File: src/rtl/fp_alu_select_pipe.sv
// Elastic operand delay line with late control join and registered operand select.
// Optional B-select counter enabled by defining FP_ALU_SELECT_CNT_EN.
module fp_alu_select_pipe #(
    parameter int ACCUM_DATA_WIDTH = 32,
    parameter int PIPE_DEPTH       = 4,
    parameter int CNT_WIDTH        = 16
) (
    input  logic                               clk,
    input  logic                               rst_n,
    input  logic                               valid_i,
    output logic                               ready_o,
    input  logic signed [ACCUM_DATA_WIDTH-1:0] alu_data_a_i,
    input  logic signed [ACCUM_DATA_WIDTH-1:0] alu_data_b_i,
    input  logic                               ctrl_valid_i,
    output logic                               ctrl_ready_o,
    input  logic [1:0]                         alu_op,
    input  logic                               select_data,
    input  logic                               i_exponent_big_a,
    output logic                               valid_o,
    input  logic                               ready_i,
`ifdef FP_ALU_SELECT_CNT_EN
    output logic [CNT_WIDTH-1:0]               sel_b_cnt_o,
    input  logic                               cnt_clr_i,
`endif
    output logic signed [ACCUM_DATA_WIDTH-1:0] alu_data_o
);

    localparam int LAST = PIPE_DEPTH - 1;

    logic [PIPE_DEPTH-1:0]               vld;
    logic signed [ACCUM_DATA_WIDTH-1:0]  a_q [PIPE_DEPTH];
    logic signed [ACCUM_DATA_WIDTH-1:0]  b_q [PIPE_DEPTH];

    logic [PIPE_DEPTH-1:0]               stage_rdy;
    logic [PIPE_DEPTH-1:0]               in_vld;
    logic signed [ACCUM_DATA_WIDTH-1:0]  in_a [PIPE_DEPTH];
    logic signed [ACCUM_DATA_WIDTH-1:0]  in_b [PIPE_DEPTH];

    logic                                out_free;
    logic                                fire;
    logic signed [ACCUM_DATA_WIDTH-1:0]  sel;
    logic                                sel_is_b;

    assign out_free     = ~valid_o | ready_i;
    assign ctrl_ready_o = vld[LAST] & out_free;
    assign fire         = ctrl_ready_o & ctrl_valid_i;
    assign ready_o      = stage_rdy[0];

    // A stage is ready when it, or any stage below it, has a bubble, or the tail fires.
    // Folding the chain through a local keeps the ready path free of vector self-reads.
    always_comb begin
        logic rdy_chain;
        stage_rdy = '0;
        rdy_chain = fire;
        for (int k = LAST; k >= 0; k--) begin
            rdy_chain    = ~vld[k] | rdy_chain;
            stage_rdy[k] = rdy_chain;
        end
    end

    always_comb begin
        in_vld    = '0;
        in_vld[0] = valid_i;
        in_a[0]   = alu_data_a_i;
        in_b[0]   = alu_data_b_i;
        for (int k = 1; k < PIPE_DEPTH; k++) begin
            in_vld[k] = vld[k-1];
            in_a[k]   = a_q[k-1];
            in_b[k]   = b_q[k-1];
        end
    end

    always_ff @(posedge clk or negedge rst_n) begin
        if (!rst_n) begin
            vld <= '0;
            for (int k = 0; k < PIPE_DEPTH; k++) begin
                a_q[k] <= '0;
                b_q[k] <= '0;
            end
        end else begin
            for (int k = 0; k < PIPE_DEPTH; k++) begin
                if (stage_rdy[k]) begin
                    vld[k] <= in_vld[k];
                    if (in_vld[k]) begin
                        a_q[k] <= in_a[k];
                        b_q[k] <= in_b[k];
                    end
                end
            end
        end
    end

    always_comb begin
        sel      = a_q[LAST];
        sel_is_b = 1'b0;
        unique case (alu_op)
            2'b00: sel = a_q[LAST];
            2'b01: begin
                if (select_data ^ i_exponent_big_a) begin
                    sel = a_q[LAST];
                end else begin
                    sel      = b_q[LAST];
                    sel_is_b = 1'b1;
                end
            end
            2'b10: begin
                sel      = b_q[LAST];
                sel_is_b = 1'b1;
            end
            default: sel = a_q[LAST];
        endcase
    end

    // Discard (op 11) consumes the pair but only clears valid_o, which is free by then.
    always_ff @(posedge clk or negedge rst_n) begin
        if (!rst_n) begin
            valid_o    <= 1'b0;
            alu_data_o <= '0;
        end else if (fire && (alu_op != 2'b11)) begin
            valid_o    <= 1'b1;
            alu_data_o <= sel;
        end else if (out_free) begin
            valid_o <= 1'b0;
        end
    end

`ifdef FP_ALU_SELECT_CNT_EN
    logic [CNT_WIDTH-1:0] sel_b_cnt_q;

    always_ff @(posedge clk or negedge rst_n) begin
        if (!rst_n) begin
            sel_b_cnt_q <= '0;
        end else if (cnt_clr_i) begin
            sel_b_cnt_q <= '0;
        end else if (fire && sel_is_b && (sel_b_cnt_q != '1)) begin
            sel_b_cnt_q <= sel_b_cnt_q + 1'b1;
        end
    end

    assign sel_b_cnt_o = sel_b_cnt_q;
`else
    localparam int unused_cnt_width = CNT_WIDTH;
    logic unused_sel_is_b;
    assign unused_sel_is_b = sel_is_b;
`endif

endmodule
File: config.mk
export PLATFORM = sky130hd
export DESIGN_NAME = fp_alu_select_pipe
export DESIGN_NICKNAME = d
export VERILOG_FILES = /design/src/rtl/fp_alu_select_pipe.sv
export SDC_FILE = /design/constraint.sdc
export NUM_CORES = 1
export LEC_CHECK = 0
export CAP_MARGIN = 20
export CORE_ASPECT_RATIO = 0.9
export CORE_MARGIN = 2
export CORE_UTILIZATION = 45
export CTS_CLUSTER_DIAMETER = 120
export CTS_CLUSTER_SIZE = 14
export DETAILED_ROUTE_END_ITERATION = 10
export GPL_ROUTABILITY_DRIVEN = 0
export PLACE_DENSITY = 0.64
export SYNTH_ARGS = -nofsm -noshare
export SYNTH_HDL_FRONTEND = slang
export SYNTH_SLANG_ARGS = --single-unit
File: constraint.sdc
create_clock -name clk -period 1.8 [get_ports clk]
set_input_delay 0.36 -clock clk [delete_from_list [all_inputs] [get_ports clk]]
set_output_delay 0.36 -clock clk [all_outputs]
set_load 0.01 [all_outputs]
* Word-level counts from Yosys, hierarchy flattened
Index checks and enable logic that the tools add are counted.
W data, S select, Z words.
** Cells by class
- Equality and inequality tests :: 3
- Multiplexer cells :: 4
- Bitwise logic cells :: 13
- Reductions and logical operators :: 6
** Operators by type and width (count)
- $pmux W32 S2 :: 1
- $mux W32 :: 1
- $reduce_and A2 Y1 :: 4
- $not A1 Y1 :: 5
- $or A1 B1 Y1 :: 5
- $and A1 B1 Y1 :: 2
- $eq A2 B1 Y1 const B :: 1
- $eq A2 B2 Y1 const B :: 1
- $mux W1 :: 2
- $ne A2 B2 Y1 const B :: 1
- $reduce_bool A2 Y1 :: 1
- $logic_and A1 B1 Y1 :: 1
- $xor A1 B1 Y1 :: 1
** Storage, ports and cells
- Register bits :: 293
- Output and inout port bits :: 35
- Word-level logic and storage cells :: 40

* Logic depth before layout (Yosys ltp)
- Depth after elaboration :: 9
- Mapped depth :: 8
- Mapped depth without buffers :: 6

* Least setup slack after synthesis
Ideal clock, no wire load.
- Path type :: flip-flop to flip-flop
- From :: register valid_o
- To :: register b_q[114] (netlist bit)
- Data arrival time :: 1.556 ns
- Required time :: 1.675 ns
- Setup slack :: 0.119 ns
- Stages on the path, launching flop included :: 6
- Buffers on the path :: 1
- Path through :: dfrtp_1 -> nor2b_4 -> o21ai_4 -> o21ai_4 -> buf_4 -> mux2_2
** Between the ends
- Cells in the longest elaborated chain, start to end :: 9
** RTL lines
- start, declared :: line 19 : output logic valid_o,
- start signal, assigned :: line 117 : valid_o <= 1'b0;
- start signal, assigned :: line 120 : valid_o <= 1'b1;
- start signal, assigned :: line 123 : valid_o <= 1'b0;
- $not A1 Y1 :: line 44 : assign out_free = ~valid_o | ready_i;
- $or A1 B1 Y1 :: line 44
- $and A1 B1 Y1 :: line 45 : assign ctrl_ready_o = vld[LAST] & out_free;
- $and A1 B1 Y1 :: line 46 : assign fire = ctrl_ready_o & ctrl_valid_i;
- $or A1 B1 Y1 (4 in a row) :: line 56 : rdy_chain = ~vld[k] | rdy_chain;
- $reduce_and A2 Y1 (no line)
- end signal, assigned by index :: line 86 : b_q[k] <= in_b[k];
- end, declared :: line 32 : logic signed [ACCUM_DATA_WIDTH-1:0] b_q [PIPE_DEPTH];
No other way between the ends.
A chain may end at the register's enable or synchronous reset.

* Worst setup path in the final report
- From :: register valid_o
- To :: register b_q[112] (netlist bit)
The elaborated chain is that of the path after synthesis.

==> impl_metrics.tcl <==
set metrics [dict create \
    outcome "complete, but fails checks" \
    violations "negative setup slack" \
    synth_fp_nets 867 \
    crit_path_frequent_cell "o21ai_4" \
    muxShareOfSynthArea_pct 24.5 \
    postSynthCellCount 791 \
    r2r_slack_ns -0.07 \
    grt_use_total_pct 17.3 \
    max_slew_margin_pct 66.9 \
    grt_pass1_vias 6853 \
    grt_pass1_wl_mm 37.8 \
    synthXorXnorAreaFrac_pct 0.149 \
    ant_nets 0 \
    synthSimpleGateAreaFrac_pct 3.50 \
    synth_top_family_by_area "multiplexers" \
    ys_top_cells_by_area "dfrtp_1, mux2_2, a31oi_1, buf_6, a22oi_1" \
    synth.distinct_cells 28 \
    dp_worst_setup_slack_ns -0.410 \
    layout-drive-gt1-share_pct 37.9 \
    synth.ff_latch_count 293 \
    reg2reg_depth 7 \
    power.density_nw_per_um2 1490 \
    grt-ovfl-total 0 \
    synthDominantCellAreaShare_pct 62.2 \
    core-area_sq_um 25900 \
    route.detailed.drc 0 \
    yosysWarningCount 0 \
    dpl.hpwl_mm 15.1 \
    clock-root-buffer "clkbuf_16" \
    worst_slew_pin_slew_ns 0.497 \
    cts_tree "done" \
    hp-class "in2async" \
    vias_per_cell 5.44 \
    cts_inserted_buffers 24 \
    maxCapViolCount 0 \
    avgRoutedWirePerCell_um 20.0 \
    io_buffers 107 \
    critPathMaxStageDelay_ns 0.37 \
    grt_antenna_before_repair 0 \
    holdWs_ns 0.375 \
    pin_count 108 \
    crit_chain "nor2b_4 > o21ai_4 > buf_4 > o21ai_4 > buf_12 > clkbuf_16 > mux2_2" \
    synth_top_area_cell "dfrtp_1" \
    clock.fmax_ghz 0.535 \
    dieHeight_um 158 \
    period_needed_ns 1.87 \
    clk_path_buf_depth 3 \
    row_count 56 \
    leakage_nw 6.28 \
    fp.dieW_um 175 \
    r2r-start "valid_o$_DFFE_PN0P_" \
    num_vias 7006 \
    grt_start_max_net_pins 55 \
    crit_required_ns 2.20 \
    end_kind "register" \
    start_util_pct 45.5 \
    syn_area_per_cell_sq_um 14.9 \
    antenna_cells 0 \
    clk_pin_slew_ns 0.07 \
    synth_edf_count 0 \
    synth_compound_area_share_pct 5.97 \
    ys.flop_type "dfrtp_1" \
    r2r_end "b_q[112]$_DFFE_PN0P_" \
    cts_sinks 293 \
    seq_area_frac_synth_pct 62.2 \
    hold_viol 0 \
    skew_ns 0.00794 \
    dr.pass1.iters 5 \
    arrival_ns 2.27 \
    fin_tns_setup_ns -2.53 \
    cts_max_level 1 \
    die_area_sq_um 27500 \
    synthAdderAreaFrac_pct 0.318 \
    cp_slowest_cell "dfrtp_1" \
    syn_area_sq_um 11800 \
    worstSkewPairLatency_ns 0.52 \
    wl_mm 25.8 \
    drt-initial-drc-count 338 \
    rsz0062_at_grt "yes" \
    area_growth_pct 23.8 \
    ys_async_sr_fraction_pct 100 \
    fill_cells 2122 \
    fin_crit_sh_pct 104 \
    cp-start-kind "register" \
    ir_drop_uv 934 \
    cp_max_fo 8 \
    crit_type "reg2reg" \
    finalSetupViolCount 91 \
    drv_slew 0 \
    nNetsFinal 1016 \
    timing.final.ws_setup_ns -0.0679 \
]
==> how the worst max path moves through the flow <==
| stage | from | end | slack, ns | cells after the start |
|---|---|---|---|---|
| global route | valid_o$_DFFE_PN0P_ | ready_o | -0.13 | 4 |
| finish | valid_o$_DFFE_PN0P_ | b_q[112]$_DFFE_PN0P_ | -0.07 | 7 |
| detailed placement | ready_i | a_q[57]$_DFFE_PN0P_ | -0.41 | 7 |
| global placement | ready_i | ready_o | -0.38 | 5 |
| CTS | valid_o$_DFFE_PN0P_ | ctrl_ready_o | -0.08 | 5 |
| floorplan | valid_o$_DFFE_PN0P_ | b_q[114]$_DFFE_PN0P_ | 0.12 | 5 |
==> where the power goes <==
part | switching, W | leakage (nW) | internal (W)
combinational | 0.00219 | 2.56 | 0.00369
sequential | 0.00174 | 3.41 | 0.00941
clock | 0.00219 | 0.309 | 0.00244
==> per-layer routing <==
layer	track usage, %	routed length, um
met4	4.76	605
met2	29.0	12400
met1	23.9	11800
met5	0	0
met3	2.54	954
==> Yosys cell counts (2+ instances only) <==
| library cell | n |
|---|---|
| a22oi_1 | 31 |
| dfrtp_1 | 293 |
| nand2b_1 | 2 |
| buf_4 | 3 |
| mux2_1 | 9 |
| and3_1 | 31 |
| nand2_1 | 3 |
| or2_2 | 2 |
| mux2_2 | 247 |
| nor2b_1 | 2 |
| buf_6 | 23 |
| clkbuf_1 | 20 |
| nor2_1 | 34 |
| o21ai_4 | 3 |
| ha_1 | 3 |
| a31oi_1 | 64 |
| buf_2 | 5 |
| inv_1 | 5 |
| nand2_2 | 2 |
==> final cells by class <==
cell class | instances | area [sq um] | area share [%]
sequential | 293 | 7330 | 50.3
multi-input combinational | 442 | 4140 | 28.4
timing repair buffer | 174 | 2030 | 13.9
clock buffer | 26 | 629 | 4.31
tap | 348 | 435 | 2.98
inverter | 5 | 18.8 | 0.129
==> state kept, by name (all words and copies together), names as in the netlist <==
signal	cells
b_q	128
a_q	128
alu_data_o	32
vld	4
valid_o	1
==> placed cells by master, fill, tap and decap left out, types with 3 or more instances in the layout <==
cell	count
dlymetal6s2s_1	4
o21ai_4	3
dfrtp_1	293
clkdlybuf4s50_1	73
buf_6	6
and3_1	31
mux2_4	4
mux2_1	9
buf_12	20
a22oi_1	31
buf_4	30
mux2_2	243
a31oi_1	64
nor2_1	33
clkbuf_16	34
nand2_1	3
dlygate4sd2_1	27
inv_1	5
==> timing repair <==
action / CTS / global route
pin swaps: 2 / 3
cloned: 0 / 12
hold endpoints to repair: 41 / 0
setup buffers: 1 / 2
gates resized for setup: 39 / 18
endpoints found under the setup margin: 30 / 144
hold buffers: 1 / 0
==> stage by stage <==
step	power, W	util (%)	instance area (sq um)	cells
3_5_place_dp	0.0169	52.4	13600	1246
2_1_floorplan	0.0146	-	11800	791
6_report	0.0217	56.3	14600	1288
3_3_place_gp	0.0167	52.4	13600	1246
5_1_grt	0.0229	56.3	14600	1288
4_1_cts	0.0214	54.8	14200	1274
==> critical path: cells and delay by family (launching register included) <==
kind            cells  cell delay [ns]
buf+inv             3             0.53
mux                 1             0.34
flops               1             0.37
compound gates      2             0.30
simple gates        1             0.20
==> kinds of logic after synthesis <==
group	after synthesis
mux	256
fa+ha+maj	3
xor+xnor	2
flops	293
compound gates	101
buf+inv	56
simple gates	80
No activity file was read; power rests on OpenSTA's default activity.
